### src/rtl/bus_arbiter2.sv
// bus_arbiter2: two-master round-robin arbiter in front of the SoC address mapper.
// Master 0 is the CPU, master 1 a secondary master (DMA / debug loader).
// The grant is locked for the whole transaction. An idle or losing master
// always sees ready/spo/fault = 0, whatever the mapper drives.
//
// Optional feature: define BUS_TIMEOUT_EN to abort a BUSY transaction after
// TIMEOUT_CYCLES cycles without s_ready. The abort returns TIMEOUT_DATA with a
// ready and pulses timeout_err.
//
// Ports:
//   clk, rst_n                 clock, synchronous active-low reset
//   m0_a/d/we/rd               master 0 request (address, wdata, write, read)
//   m0_spo/ready/fault         master 0 response (rdata, done, unmapped)
//   m1_*                       same as master 0, for master 1
//   s_a/d/we/rd                forwarded request to the mapper
//   s_spo/ready/irq            mapper response (rdata, ready, unmapped flag)
//   timeout_err                one-cycle pulse on a timeout abort
module bus_arbiter2 #(
  parameter int unsigned TIMEOUT_CYCLES = 1024,
  parameter logic [31:0] TIMEOUT_DATA   = 32'hdeadbeef
) (
  input  logic        clk,
  input  logic        rst_n,
  input  logic [31:0] m0_a,
  input  logic [31:0] m0_d,
  input  logic        m0_we,
  input  logic        m0_rd,
  output logic [31:0] m0_spo,
  output logic        m0_ready,
  output logic        m0_fault,
  input  logic [31:0] m1_a,
  input  logic [31:0] m1_d,
  input  logic        m1_we,
  input  logic        m1_rd,
  output logic [31:0] m1_spo,
  output logic        m1_ready,
  output logic        m1_fault,
  output logic [31:0] s_a,
  output logic [31:0] s_d,
  output logic        s_we,
  output logic        s_rd,
  input  logic [31:0] s_spo,
  input  logic        s_ready,
  input  logic        s_irq,
  output logic        timeout_err
);

  typedef enum logic [1:0] {IDLE, BUSY0, BUSY1} state_t;

  state_t      r_state, w_state_nxt;
  logic        r_rr_last, w_rr_nxt;
  logic        w_req0, w_req1;
  logic        w_sel, w_req_g, w_we_g;
  logic [31:0] w_spo_g;
  logic        w_rdy_g, w_flt_g;

`ifdef BUS_TIMEOUT_EN
  localparam int unsigned TCW = (TIMEOUT_CYCLES > 1) ? $clog2(TIMEOUT_CYCLES) : 1;
  logic [TCW-1:0] r_tcnt, w_tcnt_nxt;
  logic           w_tmo;
`else
  logic w_unused_params;
  assign w_unused_params = ^{TIMEOUT_DATA, 32'(TIMEOUT_CYCLES)};
`endif

  assign w_req0 = m0_rd | m0_we;
  assign w_req1 = m1_rd | m1_we;

  // State, round-robin pointer and timeout counter
  always_ff @(posedge clk) begin
    if (!rst_n) begin
      r_state   <= IDLE;
      r_rr_last <= 1'b1;
`ifdef BUS_TIMEOUT_EN
      r_tcnt    <= '0;
`endif
    end else begin
      r_state   <= w_state_nxt;
      r_rr_last <= w_rr_nxt;
`ifdef BUS_TIMEOUT_EN
      r_tcnt    <= w_tcnt_nxt;
`endif
    end
  end

  // Next state, slave-side forwarding and granted-master response
  always_comb begin
    w_state_nxt = r_state;
    w_rr_nxt    = r_rr_last;
    w_sel       = 1'b0;
    w_req_g     = 1'b0;
    w_we_g      = 1'b0;
    w_spo_g     = '0;
    w_rdy_g     = 1'b0;
    w_flt_g     = 1'b0;
    s_a         = '0;
    s_d         = '0;
    s_we        = 1'b0;
    s_rd        = 1'b0;
    m0_spo      = '0;
    m0_ready    = 1'b0;
    m0_fault    = 1'b0;
    m1_spo      = '0;
    m1_ready    = 1'b0;
    m1_fault    = 1'b0;
    timeout_err = 1'b0;
`ifdef BUS_TIMEOUT_EN
    w_tcnt_nxt  = r_tcnt;
    w_tmo       = (r_tcnt == TCW'(TIMEOUT_CYCLES - 1)) && !s_ready;
`endif

    case (r_state)
      IDLE: begin
`ifdef BUS_TIMEOUT_EN
        w_tcnt_nxt = '0;
`endif
        // On contention the master not served last wins
        if (w_req0 && w_req1)  w_state_nxt = r_rr_last ? BUSY0 : BUSY1;
        else if (w_req0)       w_state_nxt = BUSY0;
        else if (w_req1)       w_state_nxt = BUSY1;
      end
      BUSY0, BUSY1: begin
        w_sel   = (r_state == BUSY1);
        w_req_g = w_sel ? w_req1 : w_req0;
        w_we_g  = w_sel ? m1_we : m0_we;
        s_a     = w_sel ? m1_a : m0_a;
        s_d     = w_sel ? m1_d : m0_d;
        s_we    = w_we_g;
        // rd together with we is treated as a write
        s_rd    = (w_sel ? m1_rd : m0_rd) & ~w_we_g;
        w_spo_g = s_spo;
        w_flt_g = s_irq;
        if (!w_req_g) begin
          // Withdrawn request: back to IDLE, no ready, pointer untouched
          w_state_nxt = IDLE;
        end else if (s_ready) begin
          w_rdy_g     = 1'b1;
          w_state_nxt = IDLE;
          w_rr_nxt    = w_sel;
`ifdef BUS_TIMEOUT_EN
        end else if (w_tmo) begin
          w_rdy_g     = 1'b1;
          w_spo_g     = TIMEOUT_DATA;
          s_we        = 1'b0;
          s_rd        = 1'b0;
          timeout_err = 1'b1;
          w_state_nxt = IDLE;
          w_rr_nxt    = w_sel;
        end else begin
          w_tcnt_nxt = r_tcnt + TCW'(1);
`endif
        end
        if (w_sel) begin
          m1_spo   = w_spo_g;
          m1_ready = w_rdy_g;
          m1_fault = w_flt_g;
        end else begin
          m0_spo   = w_spo_g;
          m0_ready = w_rdy_g;
          m0_fault = w_flt_g;
        end
      end
      default: w_state_nxt = IDLE;
    endcase
  end

endmodule

### config.mk
export PLATFORM = sky130hd
export DESIGN_NAME = bus_arbiter2
export DESIGN_NICKNAME = d
export VERILOG_FILES = /design/src/rtl/bus_arbiter2.sv
export SDC_FILE = /design/constraint.sdc
export NUM_CORES = 1
export LEC_CHECK = 0
export BUFFER_PORTS_ARGS = -buffer_cell sky130_fd_sc_hd__clkbuf_2
export CAP_MARGIN = 20
export CORE_AREA = 2 2 117 119
export CTS_CLUSTER_DIAMETER = 60
export CTS_CLUSTER_SIZE = 28
export DETAILED_ROUTE_END_ITERATION = 8
export DIE_AREA = 0 0 119 121
export PLACE_DENSITY = 0.46
export SYNTH_ARGS = -nofsm -noshare
export SYNTH_HDL_FRONTEND = slang
export SYNTH_SLANG_ARGS = --single-unit
### constraint.sdc
create_clock -name clk -period 1.62 [get_ports clk]
set_input_delay 0.324 -clock clk [delete_from_list [all_inputs] [get_ports clk]]
set_output_delay 0.324 -clock clk [all_outputs]
set_load 0.02 [all_outputs]
# Word level (Yosys, flattened, before mapping)
# Cells that the tools add are included.
# word_totals
memories	0
word_cells	45
latch_bits	0
output_inout_bits	135
romBits	0
ram_bits	0
reg_bits	3
# classes
bitwise_logic	4
n_shift	0
multipliers	0
order_cmp	0
reduce_logical	5
eq_ne	4
addsub	0
mux	30
div	0
# op_table
cell	n
$mux 32	8
$mux 1	15
$mux 2	6
$ne 4x4->1 const B	1
$pmux 2 s2	1
$ne 3x3->1 const B	1
$reduce_and 3->1	1
$eq 2x1->1 const B	1
$eq 2x2->1 const B	1
$logic_not 2->1	1
$or 1x1->1	2
$reduce_and 2->1	1
$reduce_or 2->1	1
$and 1x1->1	1
$logic_and 1x1->1	1
$not 1->1	1

# Logic depth before layout (Yosys ltp)
# Gate-level depths: netlist of the first run.
# logic_depth
ltp_word	5
mapped_depth	6
depth_no_buf	6

# Worst setup path after synthesis of the first run
# Ideal clock, no wire load.
# synth_timing
path_kind	register to output
startpoint	register r_state[1]
endpoint	output s_a[0]
setup_slack_ps	-123
path_buffers	2
stages_incl_launch_ff	7
arrival_ps	1419
required_ps	1296
path_cell_list	dfxtp_1 -> inv_1 -> ha_1 -> inv_1 -> buf_2 -> buf_1 -> nor2_1
# synth_via
elab_chain_cells	3
# synth_rtl
element	line	text
start: declaration	50	state_t r_state, w_state_nxt;
start signal: assignment	78	r_state <= w_state_nxt;
$eq 2x2->1 or $eq 2x1->1 (tied branches)	112, 123	
$mux 32 or $reduce_or 2->1 (tied branches)	-	
$mux 32 *	112	case (r_state)
end: declaration	38	output logic [31:0] s_a,
# Every way passes the cells marked *; elsewhere a longest branch is shown, timed or not.

# Final worst setup path of the first run
# layout_timing
startpoint	register r_state[1]
endpoint	output m0_spo[3]
# layout_via
elab_chain_cells	3
# layout_rtl
element	line	text
$eq 2x2->1 or $eq 2x1->1 (tied branches)	112, 123	
$mux 32 or $reduce_or 2->1 (tied branches)	-	
$mux 32 *	112	
end: declaration	28	output logic [31:0] m0_spo,
# Marks and branches as above.

==> results of run 1 <==
-- metrics by stage --
stage	TNS [ns]	worst slack (ns)	hold WS [ns]
finish	-34.21	-0.3453	0.3162
detailed placement	-19.93	-0.2751	0.4568
CTS	-38.69	-0.3535	0.3213
global placement	-16.28	-0.2343	0.4591
floorplan	-2.437	-0.03707	0.4002
global route	-39.86	-0.3770	0.3738
-- path summary, 6_finish.rpt --
check                    end  depth (start not counted)  slack (ns)        from
setup / recovery   m0_spo[3]                          8       -0.35  r_state[1]
hold / removal     r_rr_last                          2        0.32       rst_n
hold reg to reg   r_state[0]                          2        0.49  r_state[0]
setup reg to reg  r_state[1]                          7        0.03  r_state[1]
-- state kept, by name, indices dropped and copies added (netlist names) --
signal     flops
r_rr_last      1
r_state        2
-- critical path: stages (launching register included) --
cell     delay, ns
dfxtp_2       0.34
buf_6         0.10
ha_4          0.22
buf_6         0.13
nor2_4        0.03
buf_12        0.13
buf_6         0.13
and2_2        0.20
buf_6         0.13
-- area by class of cell --
class / instances / area, µm² / share of cell area [%]
Clock buffer: 4 / 78.83 / 1.543
Inverter: 3 / 16.27 / 0.3184
Tap cell: 176 / 220.2 / 4.311
Sequential cell: 3 / 62.56 / 1.225
Timing Repair Buffer: 341 / 2641 / 51.70
Multi-Input combinational cell: 222 / 2090 / 40.90
-- synth_stat cells, drive strengths merged --
master	n
and2	67
o22a	1
a31o	1
mux2i	68
nor3	1
a2111oi	1
buf	14
conb	1
nand3b	1
o21ai	1
nand2	4
dfxtp	3
nand3	1
ha	3
and2b	1
inv	3
clkbuf	8
a211oi	1
nor2	70
-- report_power, final --
group | switching (W) | internal [W] | leakage [nW] | total [W]
logic | 0.00200 | 0.00205 | 2.39 | 0.00405
registers | 0.0000101 | 0.0000886 | 0.0254 | 0.0000986
clock network | 0.0000691 | 0.000325 | 0.0382 | 0.000394
total | 0.00208 | 0.00246 | 2.46 | 0.00454
-- routing by layer --
layer / part of all wire [%] / wire length (µm) / vias up
li1: - / - / 1465
met2: 57 / 5938 / 143
met1: 36 / 3719 / 1386
met4: 0.89 / 92 / 0
met5: 0 / 0 / -
met3: 5.7 / 588 / 8
-- kinds of logic after synthesis --
group | synth area share [%]
and+or+nand+nor | 44.08
muxes | 40.78
buffers and inverters | 6.671
AOI/OAI and AO/OA | 2.399
adders and majority gates | 2.249
DFF | 3.598
other | 0.2247
-- what timing repair did --
item,CTS,global route
setup endpoints to repair,136,136
pin swaps,3,2
resized for setup,97,260
cloned,6,0
setup buffers,8,9
hold buffers,0,0
==> results.py, run 1 <==
metrics = {
    "routing": {
        "drc": 0,
        "drt_first_pass_iters": 4,
        "dr.first_iter.drc_count": 41,
        "drt_wl_total_mm": 10.34,
        "avgRoutedWirePerCell_um": 13.80,
        "vias": 3002,
        "postRouteAntennaNets": 0,
        "viasPerCell": 4.008,
    },
    "finish": {
        "final_cell_mix": "clkbuf_2 (203), buf_6 (63), mux2i_1 (40)",
        "fillers": 1297,
        "finalInstanceArea_mm2": 0.005109,
        "layout_commonest_cell": "clkbuf_2",
        "nNetsFinal": 745,
        "fin_cells": 749,
        "drive_gt1_share_pct": 86.56,
        "final_util_pct": 39.04,
        "area_delta_synth_final_pct": 206.1,
        "num_antenna_cells": 0,
    },
    "placed_design": {
        "port_buffers": 301,
        "place_area_mm2": 0.003874,
        "dp_hpwl_mm": 7.649,
        "gp_congestion": 0.7739,
        "placed_cells": 728,
    },
    "critical_path": {
        "criticalPathCategory": "reg -> out",
        "cp-start-kind": "flip-flop",
        "worstPathArrival_ns": 1.64,
        "end_kind": "primary output",
        "worstPathRequired_ns": 1.30,
        "cp_max_fo": 6,
    },
    "die": {
        "io_pins": 303,
        "start_util_pct": 12.76,
        "coreArea_mm2": 0.01309,
        "die_y_um": 121,
        "dieArea_mm2": 0.01440,
        "rows": 42,
        "die_w_um": 119,
    },
    "sta": {
        "fmax_mhz": 508.8,
        "rsz0062_at_grt": "true",
        "worst_slack_ns": -0.3453,
        "period_share_pct": 121.3,
        "period_minus_slack_ns": 1.965,
        "fin_skew_ns": 0.002545,
        "report.final.slew_viol_count": 0,
        "finalSetupViolations": 134,
        "hold_viol_final": 0,
    },
    "clock_tree": {
        "clkTransAtPathRegs_ns": 0.03,
        "root_buffer": "clkbuf_16",
        "cts_tree": "built",
        "clk_path_buf_depth": 2,
        "h-tree-depth": 1,
        "clock_latency_ns": 0.22,
        "cts_buffers": 3,
        "clock-sinks": 3,
    },
    "run_status": {
        "violations": "setup timing",
        "status": "finished, violations left",
    },
    "global_route": {
        "grt_max_degree": 24,
        "grt-busiest-layer": "met2",
        "met3_usage_pct": 2.162,
        "antenna_found_initial": 0,
        "grt_pass1_vias": 2949,
        "grt_use_met2_pct": 24.64,
        "grt_pass1_wl_mm": 14.15,
        "grtUsageMet1_pct": 12.90,
        "grt_overflow": 0,
        "groute.usage.overall_pct": 12.06,
    },
    "synthesis": {
        "netlist_area_mm2": 0.001669,
        "synth_seq_cells": 3,
        "synth_top_area_share_pct": 40.78,
        "syn_avg_cell_area_um2": 6.676,
        "yosysSeqAreaShare_pct": 3.598,
        "yosys_warnings": 0,
        "synth_area_leader_cell": "mux2i_1",
        "syn-num-nets": 421,
        "synth_area_leaders": "mux2i_1 (41%), and2_1 (25%), nor2_1 (16%)",
        "yosys.cell_types.count": 23,
        "synth_cells": 250,
    },
    "power_and_ir_drop": {
        "cellPowerDensity_mw_per_mm2": 889.1,
        "max-vdd-ir-drop_mv": 0.3604,
        "power.total_w": 0.004542,
        "leakage_nw": 2.457,
    },
    "worst_hold_path": {
        "min_path_type": "in -> reg",
    },
    "run": {
        "cap_viol_max_count": 0,
    },
}
Power figures use the tool's default switching activity.
==> run 2: changes to the inputs <==
CELL_PAD_IN_SITES_DETAIL_PLACEMENT = 1   (was default)
CELL_PAD_IN_SITES_GLOBAL_PLACEMENT = 1   (was default)
PLACE_DENSITY = 0.75   (was 0.46)
==> results.py, run 2 (same netlist as run 1, synthesis figures left out) <==
metrics = {
    "power_and_ir_drop": {
        "cellPowerDensity_mw_per_mm2": 912.4,
        "leakage_nw": 2.841,
        "power.total_w": 0.005951,
        "max-vdd-ir-drop_mv": 0.4084,
    },
    "global_route": {
        "groute.usage.overall_pct": 16.75,
        "grtUsageMet1_pct": 17.17,
        "grt_use_met2_pct": 33.94,
        "grt_pass1_vias": 3483,
        "met3_usage_pct": 4.088,
        "grt_pass1_wl_mm": 18.95,
        "grt-busiest-layer": "met2",
        "grt_max_degree": 34,
        "antenna_found_initial": 0,
        "grt_overflow": 0,
    },
    "placed_design": {
        "gp_congestion": 0.7477,
        "dpl_worst_slack_ns": -0.3152,
        "port_buffers": 301,
        "dp_hpwl_mm": 8.747,
        "placed_cells": 729,
    },
    "sta": {
        "hold_viol_final": 0,
        "fmax_mhz": 491.9,
        "worst_slack_ns": -0.4131,
        "period_minus_slack_ns": 2.033,
        "period_share_pct": 125.5,
        "rsz0062_at_grt": "true",
        "fin_skew_ns": 0.0008045,
        "finalSetupViolations": 136,
        "report.final.slew_viol_count": 0,
        "finalSetupTns_ns": -45.14,
    },
    "finish": {
        "fin_cells": 761,
        "area_delta_synth_final_pct": 290.8,
        "num_antenna_cells": 0,
        "drive_gt1_share_pct": 96.24,
        "final_cell_mix": "clkbuf_2 (174), buf_6 (81), and2_4 (59)",
        "largest_reg_flops": 2,
        "top_register": "r_state",
        "final_util_pct": 49.85,
        "layout_commonest_cell": "clkbuf_2",
        "nNetsFinal": 757,
        "reg_top3": "r_state: 2 flops, r_rr_last: 1 flops",
    },
    "die": {
        "die_y_um": 121,
        "rows": 42,
        "coreArea_mm2": 0.01309,
        "io_pins": 303,
        "start_util_pct": 12.76,
        "die_w_um": 119,
        "dieArea_mm2": 0.01440,
    },
    "clock_tree": {
        "clock_latency_ns": 0.22,
        "clkTransAtPathRegs_ns": 0.03,
        "cts_tree": "built",
        "cts_buffers": 3,
        "h-tree-depth": 1,
        "root_buffer": "clkbuf_16",
        "cts-hold-fix-buffers": 0,
        "clk_path_buf_depth": 2,
        "clock-sinks": 3,
    },
    "routing": {
        "postRouteAntennaNets": 0,
        "viasPerCell": 4.244,
        "drt_first_pass_iters": 4,
        "dr.first_iter.drc_count": 60,
        "avgRoutedWirePerCell_um": 19.25,
        "vias": 3230,
        "drc": 0,
        "drt_wl_total_mm": 14.65,
    },
    "critical_path": {
        "critPathTopFamily": "buffers and inverters",
        "crit_chain": "inv_2 -> buf_6 -> ha_4 -> buf_12 -> buf_12 -> mux2i_1 -> buf_4 -> nor2_4 -> buf_8",
        "worstPathRequired_ns": 1.30,
        "cp_max_fo": 6,
        "end_kind": "primary output",
        "slowest_delay_ns": 0.31,
        "worstPathArrival_ns": 1.71,
        "crit_slowest_cell": "dfxtp_2",
        "criticalPathCategory": "reg -> out",
        "crit_path_frequent_cell": "buf_12",
        "path_buf_inv": 6,
        "cp-start-kind": "flip-flop",
    },
    "run_status": {
        "status": "finished, violations left",
        "violations": "setup timing",
    },
    "run": {
        "cap_viol_max_count": 0,
    },
    "worst_hold_path": {
        "min_path_type": "in -> reg",
    },
}
-- run 2: metrics by stage --
step | cell area (µm²) | hold WS [ns]
after global routing | 6523 | 0.3603
after detailed placement | 3869 | 0.4561
final | 6523 | 0.3411
after CTS | 5458 | 0.3450
after floorplan | 1998 | 0.4002
after global placement | 3869 | 0.4521
-- run 2: worst register-to-register path, cell delays in order, from the launching register on --
cell and delay (ns):
dfxtp_2 0.32, inv_2 0.05, buf_6 0.11, ha_4 0.28, inv_4 0.05, buf_4 0.16
a2111oi_1 0.29, a31o_2 0.20, mux2i_1 0.17
-- run 2: final timing paths --
path	from	endpoint	slack (ns)	cells after the start
setup / recovery	r_state[0]	s_d[25]	-0.41	9
hold / removal	rst_n	r_rr_last	0.34	2
setup reg to reg	r_state[0]	r_state[0]	-0.09	8
hold reg to reg	r_state[0]	r_state[0]	0.47	2
-- run 2: layout make-up --
type	count	area [µm²]
Sequential cell	3	62.56
Timing Repair Buffer	353	3363
Tap cell	176	220.2
Inverter	3	13.76
Clock buffer	4	78.83
Fill cell	1453	6563
Multi-Input combinational cell	222	2784
-- run 2: report_power, final --
part,total (W),leakage [nW],internal [W],switching (W)
Combinational,0.00546,2.78,0.00296,0.00250
Sequential,0.0000976,0.0254,0.0000885,0.00000913
Clock,0.000394,0.0382,0.000325,0.0000695
Total,0.00595,2.84,0.00337,0.00258
-- run 2: per-layer routing --
metal / wire length [µm] / up-vias
met5: 0 / -
met3: 923 / 22
met2: 8326 / 179
met1: 5074 / 1530
met4: 326 / 0
li1: - / 1499
-- run 2: what timing repair did --
item / CTS / global route
endpoints found under the setup margin: 137 / 136
cloned: 8 / 8
resized for setup: 278 / 340
pin swaps: 20 / 38
buffers inserted: 10 / 6
==> run 3: changes to the inputs <==
BUFFER_PORTS_ARGS = default   (was -buffer_cell sky130_fd_sc_hd__clkbuf_2)
CORE_AREA = 2 2 116 118   (was 2 2 117 119)
DIE_AREA = 0 0 118 120   (was 0 0 119 121)
DONT_BUFFER_PORTS = 1   (was default)
PLACE_DENSITY = 0.38   (was 0.75)
RECOVER_POWER = 100   (was default)
==> results.py, run 3 (same netlist as run 1, synthesis figures left out) <==
metrics = {
    "finish": {
        "reg_top3": "r_state: 2 flops, r_rr_last: 1 flops",
        "nNetsFinal": 458,
        "area_delta_synth_final_pct": 116.8,
        "top_register": "r_state",
        "final_cell_mix": "and2_4 (67), nor2_4 (51), mux2i_2 (37)",
        "num_antenna_cells": 0,
        "layout_commonest_cell": "and2_4",
        "drive_gt1_share_pct": 85.31,
        "finalInstanceArea_mm2": 0.003618,
        "largest_reg_flops": 2,
    },
    "run_status": {
        "status": "finished, violations left",
        "violations": "setup timing",
    },
    "power_and_ir_drop": {
        "internal_power_w": 0.001858,
        "cellPowerDensity_mw_per_mm2": 1055,
        "combPwrFrac_pct": 87.0,
        "power.total_w": 0.003816,
        "leakage_nw": 1.230,
        "max-vdd-ir-drop_mv": 0.4006,
        "power_frac_seq_pct": 2.5,
        "sw_frac_of_total_pct": 51.31,
        "p_clk_share_pct": 10.4,
        "p_sw_w": 0.001958,
    },
    "critical_path": {
        "worstPathArrival_ns": 1.66,
        "worstPathRequired_ns": 1.30,
        "end_kind": "primary output",
        "crit_chain": "inv_2 -> buf_6 -> ha_4 -> inv_6 -> nor2_4 -> buf_6 -> clkbuf_16 -> and2_4",
        "crit_start": "r_state[0]",
        "cp_max_fo": 8,
        "r2r_cells": 8,
        "r2r-start": "r_state[0]",
        "criticalPathCategory": "reg -> out",
        "crit_path_frequent_cell": "buf_6",
        "cp-start-kind": "flip-flop",
        "slowest_delay_ns": 0.32,
        "crit_slowest_cell": "dfxtp_2",
    },
    "clock_tree": {
        "cts_buffers": 3,
        "h-tree-depth": 1,
        "clkTransAtPathRegs_ns": 0.03,
        "root_buffer": "clkbuf_16",
        "cts-hold-fix-buffers": 0,
        "cts_tree": "built",
        "clk_path_buf_depth": 2,
        "clock-sinks": 3,
        "clock_latency_ns": 0.23,
    },
    "routing": {
        "vias": 2008,
        "dr.first_iter.drc_count": 44,
        "drt_first_pass_iters": 2,
        "highest_layer": "met4",
        "wl_met2_mm": 4.812,
        "viasPerCell": 4.346,
        "wl_met3_um": 953,
        "postRouteAntennaNets": 0,
        "drc": 0,
        "avgRoutedWirePerCell_um": 19.40,
        "drt_wl_total_mm": 8.962,
        "met1_length_mm": 3.164,
    },
    "global_route": {
        "groute.usage.overall_pct": 10.64,
        "grt_overflow": 0,
        "antenna_found_initial": 0,
        "grt_pass1_wl_mm": 11.96,
        "grt_pass1_vias": 2027,
        "grt_max_degree": 43,
    },
    "run": {
        "cap_viol_max_count": 0,
    },
    "sta": {
        "fmax_mhz": 503.2,
        "period_share_pct": 122.7,
        "period_minus_slack_ns": 1.987,
        "rsz0062_at_grt": "true",
        "worst_slack_ns": -0.3674,
        "finalSetupTns_ns": -39.98,
        "hold_viol_final": 0,
        "report.final.slew_viol_count": 0,
        "fin_skew_ns": 0.002014,
        "finalSetupViolations": 134,
    },
    "die": {
        "start_util_pct": 12.86,
        "coreArea_mm2": 0.01298,
        "io_pins": 303,
        "rows": 42,
        "dieArea_mm2": 0.01416,
        "die_w_um": 118,
        "die_y_um": 120,
    },
    "worst_hold_path": {
        "hold_depth": 1,
        "hold_path_startpoint": "rst_n",
        "min_path_type": "in -> reg",
    },
    "placed_design": {
        "dp_hpwl_mm": 6.060,
        "gp_congestion": 0.7300,
        "port_buffers": 0,
        "place_area_mm2": 0.002400,
    },
}
run 3: cell count changes in the layout (fill, tap and decap cells not counted), sizes merged:
| cell | change |
|---|---|
| clkbuf | -202 |
| buf | -97 |
run 3: power by group through the flow:
stage | clock network, W | logic [W] | registers [W]
3_3_place_gp | 0 | 0.00227 | 0.0000950
6_report | 0.000398 | 0.00332 | 0.0000972
5_1_grt | 0.000410 | 0.00348 | 0.0000997
3_5_place_dp | 0 | 0.00228 | 0.0000959
2_1_floorplan | 0 | 0.00187 | 0.0000932
4_1_cts | 0.000408 | 0.00309 | 0.0000979
run 3: cell type report:
type,instances,area [µm²]
timing repair buffer,54,830.8
tap,176,220.2
fill,1453,9361
sequential,3,65.06
clock buffer,4,78.83
multi-input combinational,222,2407
inverter,3,16.27
run 3: worst paths after layout:
path              slack [ns]          to
setup / recovery       -0.37  m0_spo[21]
hold / removal          0.16   r_rr_last
setup reg to reg        0.04  r_state[1]
hold reg to reg         0.47  r_state[0]
run 3: per-stage QoR:
step                      utilization [%]  cells  hold slack [ns]  worst slack, ns
after floorplan                         -    250           0.4002         -0.03707
after global placement              18.49    433           0.4243          -0.1671
after detailed placement            18.49    433           0.4209          -0.1938
after CTS                           25.67    461           0.1853          -0.3682
after global routing                27.88    462           0.1587          -0.4329
final                               27.88    462           0.1586          -0.3674
run 3: critical path: cells and delay by family (launching register included):
kind | cells | cell delay [ns]
AND/OR/NAND/NOR | 2 | 0.32
adder cells (fa/ha/maj) | 1 | 0.29
buffers and inverters | 5 | 0.49
flip-flops | 1 | 0.32
run 3: what timing repair did:
item	4_1_cts	5_1_grt
resized for setup	169	54
cloned	9	3
endpoints found under the setup margin	137	137
pin swaps	50	32
setup buffers	15	0
run 3: metal layers:
layer  global-route usage (%)  vias up
li1                         -      896
met1                    11.60      943
met2                    19.22      166
met3                    4.895        3
met4                    1.581        0
met5                        0        -
